[src/rtl/fetch.sv]
// Instruction fetch stage with IF/ID pipeline register and a one-entry skid
// buffer that catches the word returning from imem while decode is stalled.
module fetch #(
  parameter logic [31:0] RESET_ADDR = 32'h0000_0000,
  parameter logic [31:0] NOP_INST   = 32'h0000_0013
) (
  input  logic        i_clk,
  input  logic        i_rst,
  input  logic        i_hold,
  input  logic        i_redirect,
  input  logic [31:0] i_redirect_pc,
  output logic        o_imem_ren,
  output logic [31:0] o_imem_raddr,
  input  logic [31:0] i_imem_rdata,
  output logic [31:0] o_inst,
  output logic [31:0] o_pc,
  output logic [31:0] o_nxt_pc,
  output logic        o_vld,
  output logic        o_misalign
);

  logic [31:0] pc_q, pc_d;
  logic        infl_q, infl_d;
  logic [31:0] infl_pc_q, infl_pc_d;
  logic        skid_vld_q, skid_vld_d;
  logic [31:0] skid_inst_q, skid_inst_d;
  logic [31:0] skid_pc_q, skid_pc_d;

  logic        req_en;
  logic [31:0] req_pc;

  logic        vld_d;
  logic [31:0] inst_d, pc_out_d, nxt_pc_d;
  logic        mis_d;

  // Request side: redirect beats hold, hold suppresses the request entirely.
  always_comb begin
    // NOTE: every signal gets a default first so no path leaves it unassigned,
    // which would otherwise infer a latch.
    req_en    = 1'b0;
    req_pc    = pc_q;
    pc_d      = pc_q;
    infl_d    = 1'b0;
    infl_pc_d = infl_pc_q;
    if (i_redirect) begin
      req_en = 1'b1;
      req_pc = i_redirect_pc;
    end else if (!i_hold) begin
      req_en = 1'b1;
      req_pc = pc_q;
    end
    if (req_en) begin
      pc_d      = req_pc + 32'd4;
      infl_d    = 1'b1;
      infl_pc_d = req_pc;
    end
  end

  assign o_imem_ren   = req_en & ~i_rst;
  assign o_imem_raddr = {req_pc[31:2], 2'b00};

  // IF/ID and skid update; the skid always drains before fresh memory data.
  always_comb begin
    vld_d       = o_vld;
    inst_d      = o_inst;
    pc_out_d    = o_pc;
    nxt_pc_d    = o_nxt_pc;
    mis_d       = o_misalign;
    skid_vld_d  = skid_vld_q;
    skid_inst_d = skid_inst_q;
    skid_pc_d   = skid_pc_q;
    if (i_redirect) begin
      vld_d      = 1'b0;
      inst_d     = NOP_INST;
      mis_d      = 1'b0;
      skid_vld_d = 1'b0;
    end else if (i_hold) begin
      if (infl_q) begin
        skid_vld_d  = 1'b1;
        skid_inst_d = i_imem_rdata;
        skid_pc_d   = infl_pc_q;
      end
    end else if (skid_vld_q) begin
      vld_d    = 1'b1;
      inst_d   = skid_inst_q;
      pc_out_d = skid_pc_q;
      nxt_pc_d = skid_pc_q + 32'd4;
      mis_d    = |skid_pc_q[1:0];
      if (infl_q) begin
        skid_inst_d = i_imem_rdata;
        skid_pc_d   = infl_pc_q;
      end else begin
        skid_vld_d = 1'b0;
      end
    end else if (infl_q) begin
      vld_d    = 1'b1;
      inst_d   = i_imem_rdata;
      pc_out_d = infl_pc_q;
      nxt_pc_d = infl_pc_q + 32'd4;
      mis_d    = |infl_pc_q[1:0];
    end else begin
      vld_d  = 1'b0;
      inst_d = NOP_INST;
      mis_d  = 1'b0;
    end
  end

  // NOTE: sequential state uses non-blocking assignments so every register
  // samples the pre-edge values regardless of statement order.
  always_ff @(posedge i_clk or posedge i_rst) begin
    if (i_rst) begin
      pc_q        <= RESET_ADDR;
      infl_q      <= 1'b0;
      infl_pc_q   <= 32'd0;
      skid_vld_q  <= 1'b0;
      skid_inst_q <= NOP_INST;
      skid_pc_q   <= 32'd0;
      o_vld       <= 1'b0;
      o_inst      <= NOP_INST;
      o_pc        <= 32'd0;
      o_nxt_pc    <= 32'd0;
      o_misalign  <= 1'b0;
    end else begin
      pc_q        <= pc_d;
      infl_q      <= infl_d;
      infl_pc_q   <= infl_pc_d;
      skid_vld_q  <= skid_vld_d;
      skid_inst_q <= skid_inst_d;
      skid_pc_q   <= skid_pc_d;
      o_vld       <= vld_d;
      o_inst      <= inst_d;
      o_pc        <= pc_out_d;
      o_nxt_pc    <= nxt_pc_d;
      o_misalign  <= mis_d;
    end
  end

  // A held cycle never issues a request, so a second word cannot arrive
  // while the skid is still occupied.
  always @(posedge i_clk) begin
    if (!i_rst && !i_redirect && i_hold && infl_q)
      assert (!skid_vld_q) else $error("fetch: skid overflow");
  end

endmodule

[config.mk]
export PLATFORM = sky130hd
export DESIGN_NAME = fetch
export DESIGN_NICKNAME = d
export VERILOG_FILES = /design/src/rtl/fetch.sv
export SDC_FILE = /design/constraint.sdc
export NUM_CORES = 1
export LEC_CHECK = 0
export CAP_MARGIN = 40
export CELL_PAD_IN_SITES_DETAIL_PLACEMENT = 0
export CELL_PAD_IN_SITES_GLOBAL_PLACEMENT = 1
export CORE_MARGIN = 5
export CORE_UTILIZATION = 31
export DETAILED_ROUTE_END_ITERATION = 10
export GPL_ROUTABILITY_DRIVEN = 0
export PLACE_DENSITY = 0.69
export SLEW_MARGIN = 40
export SYNTH_ARGS = -nofsm -noshare
export SYNTH_HDL_FRONTEND = slang
export SYNTH_SLANG_ARGS = --single-unit
[constraint.sdc]
create_clock -name i_clk -period 11.1 [get_ports i_clk]
set_input_delay 2.22 -clock i_clk [delete_from_list [all_inputs] [get_ports i_clk]]
set_output_delay 2.22 -clock i_clk [all_outputs]
set_load 0.02 [all_outputs]
# Word-level counts from Yosys, hierarchy flattened
# Index checks and enable logic that the tools add are counted.
[word_totals]
ff_bits = 228
output_inout_bits = 131
[classes]
mux = 30
n_addsub = 3
n_reduce_logical = 6
bitwise_logic = 4
eq_ne = 2
[ops]
columns = ["op", "count"]
rows = [
  ["2-to-1 mux 32 bit", 15],
  ["adder 32 x 3 -> 32 bit (second input constant)", 3],
  ["2-to-1 mux 1 bit", 15],
  ["nonzero test 2 bit", 2],
  ["OR reduction 2 bit", 2],
  ["!= test 3 x 1 -> 1 bit (second input constant)", 1],
  ["inverter 1 bit", 3],
  ["AND reduction 3 bit", 1],
  ["!= test 2 x 1 -> 1 bit (second input constant)", 1],
  ["AND reduction 2 bit", 1],
  ["bitwise AND 1 bit", 1],
]

# Logic depth before layout (Yosys ltp)
# Gate-level depths: netlist of the first run.
[depth]
ltp_word = 5
mapped_depth = 11

# Worst setup path after synthesis of the first run
# No wires, ideal clock.
[synth_path]
kind = "input -> output"
startpoint = "input port i_redirect"
endpoint = "output port o_imem_ren"
t_arrival_ps = 3423
setup_slack_ps = 5457
required_ps = 8880
cell_stages = 6
path_cell_list = "buf_4 > buf_4 > nor2b_1 > clkbuf_1 > clkbuf_1 > nor2_1"
[synth_between]
elab_chain_len = 2
[synth_rtl]
columns = ["item", "line", "rtl"]
rows = [
  ["start, declared", "10", "input logic i_redirect,"],
  ["2-to-1 mux 1 bit", "45", "if (i_redirect) begin"],
  ["bitwise AND 1 bit", "59", "assign o_imem_ren = req_en & ~i_rst;"],
  ["end, declared", "12", "output logic o_imem_ren,"],
]
# No other way between the ends.

# Worst setup path in the final report of the first run
[layout_path]
startpoint = "input port i_redirect"
endpoint = "output port o_imem_raddr[14]"
[layout_between]
elab_chain_len = 1
[layout_rtl]
columns = ["item", "line", "rtl"]
rows = [
  ["2-to-1 mux 32 bit", "45", ""],
  ["end, declared", "13", "output logic [31:0] o_imem_raddr,"],
]
# No other way between the ends.

==> flow_summary.rst, run 1 <==
.. list-table::
   :header-rows: 1

   * - Metric
     - Value
   * - Critical Path, Cell by Cell
     - buf_4 -> buf_4 -> mux2i_1 -> inv_1 -> clkdlybuf4s50_1
   * - Leakage dissipation
     - 6.080 nW
   * - Synthesized instance count
     - 1,109
   * - Die Span Y
     - 200.6 um
   * - Pin count of the biggest net entering global routing
     - 113
   * - Fraction of the yosys area taken by sequential cells
     - 49.82%
   * - Power per Cell Area
     - 190.9 nW/um2
   * - Maximum clock rate
     - 144.8 MHz
   * - Placement row count
     - 69
   * - TritonCTS clock tree
     - built
   * - Worst path slowest cell
     - buf_4
   * - Fin crit share
     - 62.23%
   * - Critical Path AT
     - 4.69 ns
   * - Kind of launch point of the worst setup path
     - input port
   * - Hold/Removal Path Class
     - reg2reg
   * - Post-CTS setup buffer count
     - 0
   * - Total Die Area
     - 40,260 um2
   * - Peak per-stage delay on the critical path
     - 0.65 ns
   * - Signed area change from the synthesized netlist to the final layout
     - 28.85%
   * - Residual overflow from global routing
     - 0
   * - Fillcell total
     - 3,551
   * - Worst hold path endpoint
     - o_nxt_pc[8]
   * - Clock-pin slew on the worst setup and hold paths
     - 0.05 ns
   * - Worst hold start
     - o_nxt_pc[8]
   * - CTS Buf Count
     - 27
   * - Synth Cell Area
     - 11,270 um2
   * - Status
     - complete, no violations
   * - Fraction of final layout cells with drive strength greater than 1
     - 13.62%
   * - Root buffer cell
     - clkbuf_16
   * - Synthesis-stage register bit count
     - 224
   * - Vias in the first global route
     - 8,634
   * - Routed length per placed instance
     - 18.57 um
   * - WS Path Type
     - in2out
   * - Sum of negative setup slack
     - 0 ns
   * - Cell type group with the largest total delay on the critical path
     - buffers and inverters
   * - Category of the worst setup path capture point
     - output port
   * - Area inside the core boundary
     - 35,740 um2
   * - Final std cells w/o fill
     - 1,754
   * - Floorplan die width
     - 200.6 um
   * - Launching element of the worst setup path
     - i_redirect
   * - Hold Path Cell Cnt
     - 2
   * - Via-per-instance ratio
     - 4.973
   * - Data required time of the critical path
     - 8.88 ns
   * - Number of nets at the end of the flow
     - 1,343
   * - Largest driver fanout on the critical path
     - 57
   * - Worst vdd rail ir drop
     - 0.1133 mV
   * - Final routed DRC violation total
     - 0
   * - Antenna-violating nets left
     - 0
   * - Share of flip-flops with an asynchronous set or reset after synthesis
     - 100.0%
   * - Clock Sinks
     - 224
   * - Worst clock skew
     - 0.01424 ns
   * - Crit path time final
     - 6.907 ns
   * - Antenna violations before repair
     - 1
   * - Most common cell type on the critical path
     - buf_4
   * - GR Util All Layers
     - 15.70%
   * - Netlist cell types
     - 67
   * - Worst reg-to-reg path cell count
     - 7
   * - Number of enable-type register cells in the synthesized netlist
     - 0
   * - Level count of the clock H-tree
     - 1
   * - Total via count after detailed routing
     - 8,723
   * - Wire length of the first global-routing pass
     - 51.83 mm
   * - Reg2reg start
     - skid_vld_q
   * - Average footprint of a synthesized cell
     - 10.16 um2
   * - DRT Wirelength
     - 32.57 mm
   * - Number of primary I/O pins
     - 199
   * - Destination of the worst register-to-register timing path
     - o_nxt_pc[29]
   * - Quantity of gates resized following cts
     - 0
   * - Later-pin clock latency in the skew report
     - 0.53 ns
   * - Final count of pins violating max slew
     - 0
   * - Drt pass-1 iters
     - 5
   * - Buffering stage count on the worst path with inverters included
     - 4
   * - Half-perimeter wire length of the detailed placement result
     - 23.09 mm
   * - Count of warnings emitted by yosys
     - 0
   * - Number of DRC violations after detailed-routing iteration 0
     - 674
   * - Total placed cells including tap cells
     - 1,705
   * - RSZ-0062 raised after global routing
     - no
   * - Endpoints failing setup
     - 0
   * - Worst-margin pin slew
     - 0.7582 ns
   * - Number of hold buffers added after cts
     - 0
   * - Worst slew margin
     - 48.01%
   * - Most used flip-flop cell after synthesis
     - dfrtp_1
   * - Register-to-register path setup slack
     - 7.84 ns
   * - Max capacitance violation total
     - 0
   * - PortBufs
     - 196
   * - Count of endpoints failing hold in the final timing report
     - 0
   * - Bufs on Longest Clock Path
     - 3
   * - Initial core utilization
     - 31.52%
## report_power, final
part	internal, mW	total [mW]	switching, mW
Sequential	0.975	1.12	0.141
Clock	0.598	0.948	0.350
Combinational	0.333	0.708	0.375
## how the worst max path moves through the flow
stage | endpoint | slack, ns | depth (start not counted)
after floorplan | infl_pc_q[10] | 2.76 | 1
after global placement | o_imem_raddr[14] | 4.16 | 5
after detailed placement | o_imem_raddr[14] | 4.12 | 5
after CTS | o_imem_raddr[14] | 4.12 | 5
after global routing | o_imem_raddr[14] | 4.01 | 5
final | o_imem_raddr[14] | 4.19 | 5
## cell families after synthesis
kind of cell / after synthesis / synth area share [%]
buf+inv: 100 / 4.253
fa+ha+maj: 2 / 0.2221
mux: 133 / 12.68
other cells: 1 / 0.03328
flops: 224 / 49.82
xor+xnor: 32 / 2.488
compound gates: 231 / 13.55
simple gates: 386 / 16.96
## metrics by stage
| stage | hold slack (ns) | utilization, % | cell area, um2 | power [mW] | worst slack (ns) |
|---|---|---|---|---|---|
| floorplan | 0.4478 | - | 11270 | 1.524 | 2.755 |
| global placement | 0.4606 | 37.88 | 13540 | 1.832 | 4.160 |
| detailed placement | 0.4613 | 37.91 | 13550 | 1.846 | 4.116 |
| CTS | 0.4742 | 40.60 | 14510 | 2.812 | 4.115 |
| global route | 0.4965 | 40.62 | 14520 | 2.921 | 4.006 |
| finish | 0.4702 | 40.62 | 14520 | 2.771 | 4.193 |
## cell usage in the layout (no fill, tap or decap), types with 10 or more instances in the layout
cell type and n:
a21o_1 11, a21oi_1 80, a22oi_1 38, clkbuf_16 27, clkdlybuf4s50_1 194, dfrtp_1 217
inv_1 24, mux2_2 78, mux2i_1 55, nand2_1 105, nand3_1 46, nand3b_1 24
nand4_1 12, nor2_1 139, o21a_1 10, o21ai_0 45, o31ai_1 12, xnor2_1 27
## routing by layer
| layer | vias to the layer above | global-route usage, % | share of wire (%) |
|---|---|---|---|
| li1 | 4263 | - | - |
| met1 | 4241 | 24.26 | 51 |
| met2 | 189 | 23.36 | 43 |
| met3 | 30 | 2.504 | 4.0 |
| met4 | 0 | 2.974 | 1.4 |
| met5 | - | 0 | 0 |
## area by class of cell
cell class              instances  area [um2]  share of cell area (%)
diodes                          1       2.502                 0.01724
clock buffers                  34       762.0                   5.249
clock inverters                14       198.9                   1.370
inverters                      26       105.1                  0.7240
multi-input cells             786        5196                   35.79
flip-flops and latches        224        5617                   38.69
well taps                     461       576.8                   3.973
repair buffers                208        2059                   14.19
## flip-flops by register name, summed over array words and instances (netlist names)
signal / cells
o_misalign: 1
skid_inst_q: 32
pc_q: 32
o_vld: 1
o_pc: 32
infl_q: 1
o_nxt_pc: 30
skid_pc_q: 32
infl_pc_q: 30
skid_vld_q: 1
o_inst: 32
## worst register-to-register path, stage by stage (launching register included)
cell and delay (ns):
dfrtp_4 0.92, buf_4 0.63, or2_2 0.27, and2_1 0.34, buf_4 0.30, nand2_1 0.13, or4_1 0.54, nand3_1 0.08
## Yosys cell counts (all sizes together), types with 24 or more instances
library cell / count / area (um2)
dfrtp: 218 / 5455
nand3: 49 / 260.3
a22oi: 44 / 377.9
a21oi: 81 / 409.1
nand2: 106 / 397.9
nor2: 140 / 528.0
mux2i: 55 / 550.5
xnor2: 27 / 236.5
inv: 25 / 93.84
nand3b: 28 / 260.3
buf: 50 / 291.5
o21ai: 45 / 225.2
mux2: 78 / 878.3
clkbuf: 24 / 90.09
(Power assumes the default switching activity.)
==> inputs of run 2 (changes only) <==
clock period = 6.52 ns   (was 11.1 ns; I/O delays follow)
==> run 2 against run 1 <==
  * Wire length shrank 0.14%
  * Worst setup slack lost 2.4 ns
  * Power grew 67%
  * First-iteration DRC count shrank 16%
  * Sequential share of layout area is essentially flat
  * Combinational power grew 71%
  * Hold slack gained 0.0063 ns
  * Cell area is essentially flat
  * Highest routed layer unchanged
==> flow_summary.rst, run 2 (synthesized netlist as in run 1, its figures left out) <==
.. list-table::
   :header-rows: 1

   * - Metric
     - Value
   * - Status
     - complete, no violations
   * - Critical Path AT
     - 3.44 ns (-1.25 ns)
   * - Initial core utilization
     - 31.52% (unchanged)
   * - Largest driver fanout on the critical path
     - 68 (+19%)
   * - Signed area change from the synthesized netlist to the final layout
     - 28.97% (about the same)
   * - Flop pwr share
     - 41.0% (+0.7 points)
   * - Sum of internal, switching and leakage power
     - 4.631 mW (+67%)
   * - Most frequent standard cell in the layout excluding fill and tap cells
     - dfrtp_1
   * - Maximum clock rate
     - 210.7 MHz
   * - Number of hold buffers added after cts
     - 0 (unchanged)
   * - Final routed DRC violation total
     - 0 (unchanged)
   * - Fin util
     - 40.66% (about the same)
   * - GR Util All Layers
     - 15.89% (+0.18 points)
   * - Clock-pin slew on the worst setup and hold paths
     - 0.06 ns (about the same)
   * - Crit path time final
     - 4.747 ns
   * - Max capacitance violation total
     - 0 (unchanged)
   * - Total Die Area
     - 40,260 um2 (unchanged)
   * - Floorplan die width
     - 200.6 um (unchanged)
   * - Fraction of final layout cells with drive strength greater than 1
     - 13.87% (+0.25 points)
   * - Final count of pins violating max slew
     - 0 (unchanged)
   * - Vias in the first global route
     - 8,763 (+1.5%)
   * - Reg2reg start
     - skid_vld_q
   * - Data required time of the critical path
     - 5.22 ns (-3.66 ns)
   * - Worst slew margin
     - 45.99% (-2.0 points)
   * - Sw Share
     - 31.67% (+0.45 points)
   * - PortBufs
     - 196 (unchanged)
   * - Leakage dissipation
     - 6.078 nW (about the same)
   * - GRT met3 Usage
     - 2.278% (-0.23 points)
   * - Clock network power share
     - 32.8% (-1.4 points)
   * - CTS Buf Count
     - 26 (-3.7%)
   * - Quantity of gates resized following cts
     - 0 (unchanged)
   * - Placement row count
     - 69 (unchanged)
   * - Later-pin clock latency in the skew report
     - 0.53 ns (about the same)
   * - Routed length per placed instance
     - 18.48 um (-0.48%)
   * - RSZ-0062 raised after global routing
     - no
   * - Die Span Y
     - 200.6 um (unchanged)
   * - Internal power
     - 3.165 mW (+66%)
   * - Sum of negative setup slack
     - 0 ns (unchanged)
   * - Via-per-instance ratio
     - 4.986 (+0.26%)
   * - Total placed cells including tap cells
     - 1,711 (+0.35%)
   * - Count of endpoints failing hold in the final timing report
     - 0 (unchanged)
   * - WS Path Type
     - in2out
   * - Worst-margin pin slew
     - 0.8102 ns (+0.05206 ns)
   * - Residual overflow from global routing
     - 0 (unchanged)
   * - Kind of launch point of the worst setup path
     - input port
   * - Met1 Resource Use GR
     - 24.46% (+0.21 points)
   * - Hold/Removal Path Class
     - reg2reg
   * - Root buffer cell
     - clkbuf_16
   * - Antenna violations before repair
     - 1 (unchanged)
   * - Area inside the core boundary
     - 35,740 um2 (unchanged)
   * - Worst clock skew
     - 0.01541 ns (+0.001162 ns)
   * - Final hold slack
     - 0.4765 ns (+0.006295 ns)
   * - Post-Layout Inst Area
     - 14,530 um2 (about the same)
   * - Fin crit share
     - 72.81%
   * - Half-perimeter wire length of the detailed placement result
     - 23.45 mm (+1.6%)
   * - Worst slack after detailed placement
     - 1.745 ns (-2.370 ns)
   * - Category of the worst setup path capture point
     - output port
   * - Logic gate share of total power
     - 26.2% (+0.7 points)
   * - Endpoints failing setup
     - 0 (unchanged)
   * - Post-CTS setup buffer count
     - 0 (unchanged)
   * - Power dissipated by switching net loads
     - 1.467 mW (+70%)
   * - Total via count after detailed routing
     - 8,776 (+0.61%)
   * - Commonest cells after routing, fill and taps aside
     - dfrtp_1, clkdlybuf4s50_1, nor2_1
   * - Number of primary I/O pins
     - 199 (unchanged)
   * - TritonCTS clock tree
     - built
   * - Power per Cell Area
     - 318.7 nW/um2 (+67%)
   * - Bufs on Longest Clock Path
     - 3 (unchanged)
   * - Post-route setup slack
     - 1.773 ns (-2.420 ns)
   * - Pin count of the biggest net entering global routing
     - 118 (+4.4%)
   * - Number of nets at the end of the flow
     - 1,348 (+0.37%)
   * - Clock Sinks
     - 224 (unchanged)
   * - Launching element of the worst setup path
     - i_redirect
   * - Busiest layer in global routing
     - met1
   * - Drt pass-1 iters
     - 5 (unchanged)
   * - DRT Wirelength
     - 32.52 mm (-0.14%)
   * - Cell area reported after detailed placement
     - 13,610 um2 (+0.43%)
   * - Wire length of the first global-routing pass
     - 52.61 mm (+1.5%)
   * - Final std cells w/o fill
     - 1,760 (+0.34%)
   * - Number of DRC violations after detailed-routing iteration 0
     - 565 (-16%)
   * - Worst hold start
     - o_nxt_pc[10]
   * - Antenna-violating nets left
     - 0 (unchanged)
   * - Level count of the clock H-tree
     - 1 (unchanged)
   * - Worst vdd rail ir drop
     - 0.1799 mV (+59%)
   * - Grt met2 use
     - 23.64% (+0.28 points)
## run 2: cell types whose count changed in the layout (fill, tap and decap cells not counted), sizes merged
cell	before	now
inv	27	25
clkbuf	34	39
clkinvlp	0	2
buf	14	20
bufinv	5	2
clkinv	8	6
## run 2: path summary, 6_finish.rpt
check / end / slack, ns / depth (start not counted)
worst max-delay path: o_imem_raddr[3] / 1.77 / 4
worst min-delay path: o_nxt_pc[10] / 0.48 / 2
worst max register to register: o_nxt_pc[29] / 3.24 / 7
worst min register to register: o_nxt_pc[10] / 0.48 / 2
max in group asynchronous: o_inst[2] / 4.07 / 4
min in group asynchronous: pc_q[27] / 1.33 / 3
## run 2: critical path, cell delays in order
cell and delay [ns]:
buf_4 0.60, buf_4 0.52, mux2_2 0.43, clkdlybuf4s50_1 0.55
## run 2: area by class of cell
type | instances | area, um2
well taps | 461 | 576.8
fillers | 3524 | 21210
inverters | 26 | 101.3
diodes | 1 | 2.502
flip-flops and latches | 224 | 5617
repair buffers | 214 | 2121
clock inverters | 9 | 97.59
clock buffers | 39 | 810.8
multi-input cells | 786 | 5205
## run 2: power by group through the flow
stage	Combinational, mW	Clock, mW	Sequential [mW]
after detailed placement	1.23	0	1.92
final	1.21	1.52	1.90
after global placement	1.21	0	1.91
after global routing	1.33	1.62	1.94
after floorplan	0.616	0	1.98
after CTS	1.23	1.57	1.90
## run 2: per-layer routing
layer	part of all wire, %	wire [um]	up-vias
met5	0	0	-
met4	1.9	630	0
met3	4.1	1338	42
met2	44	14320	195
met1	50	16230	4286
li1	-	-	4253
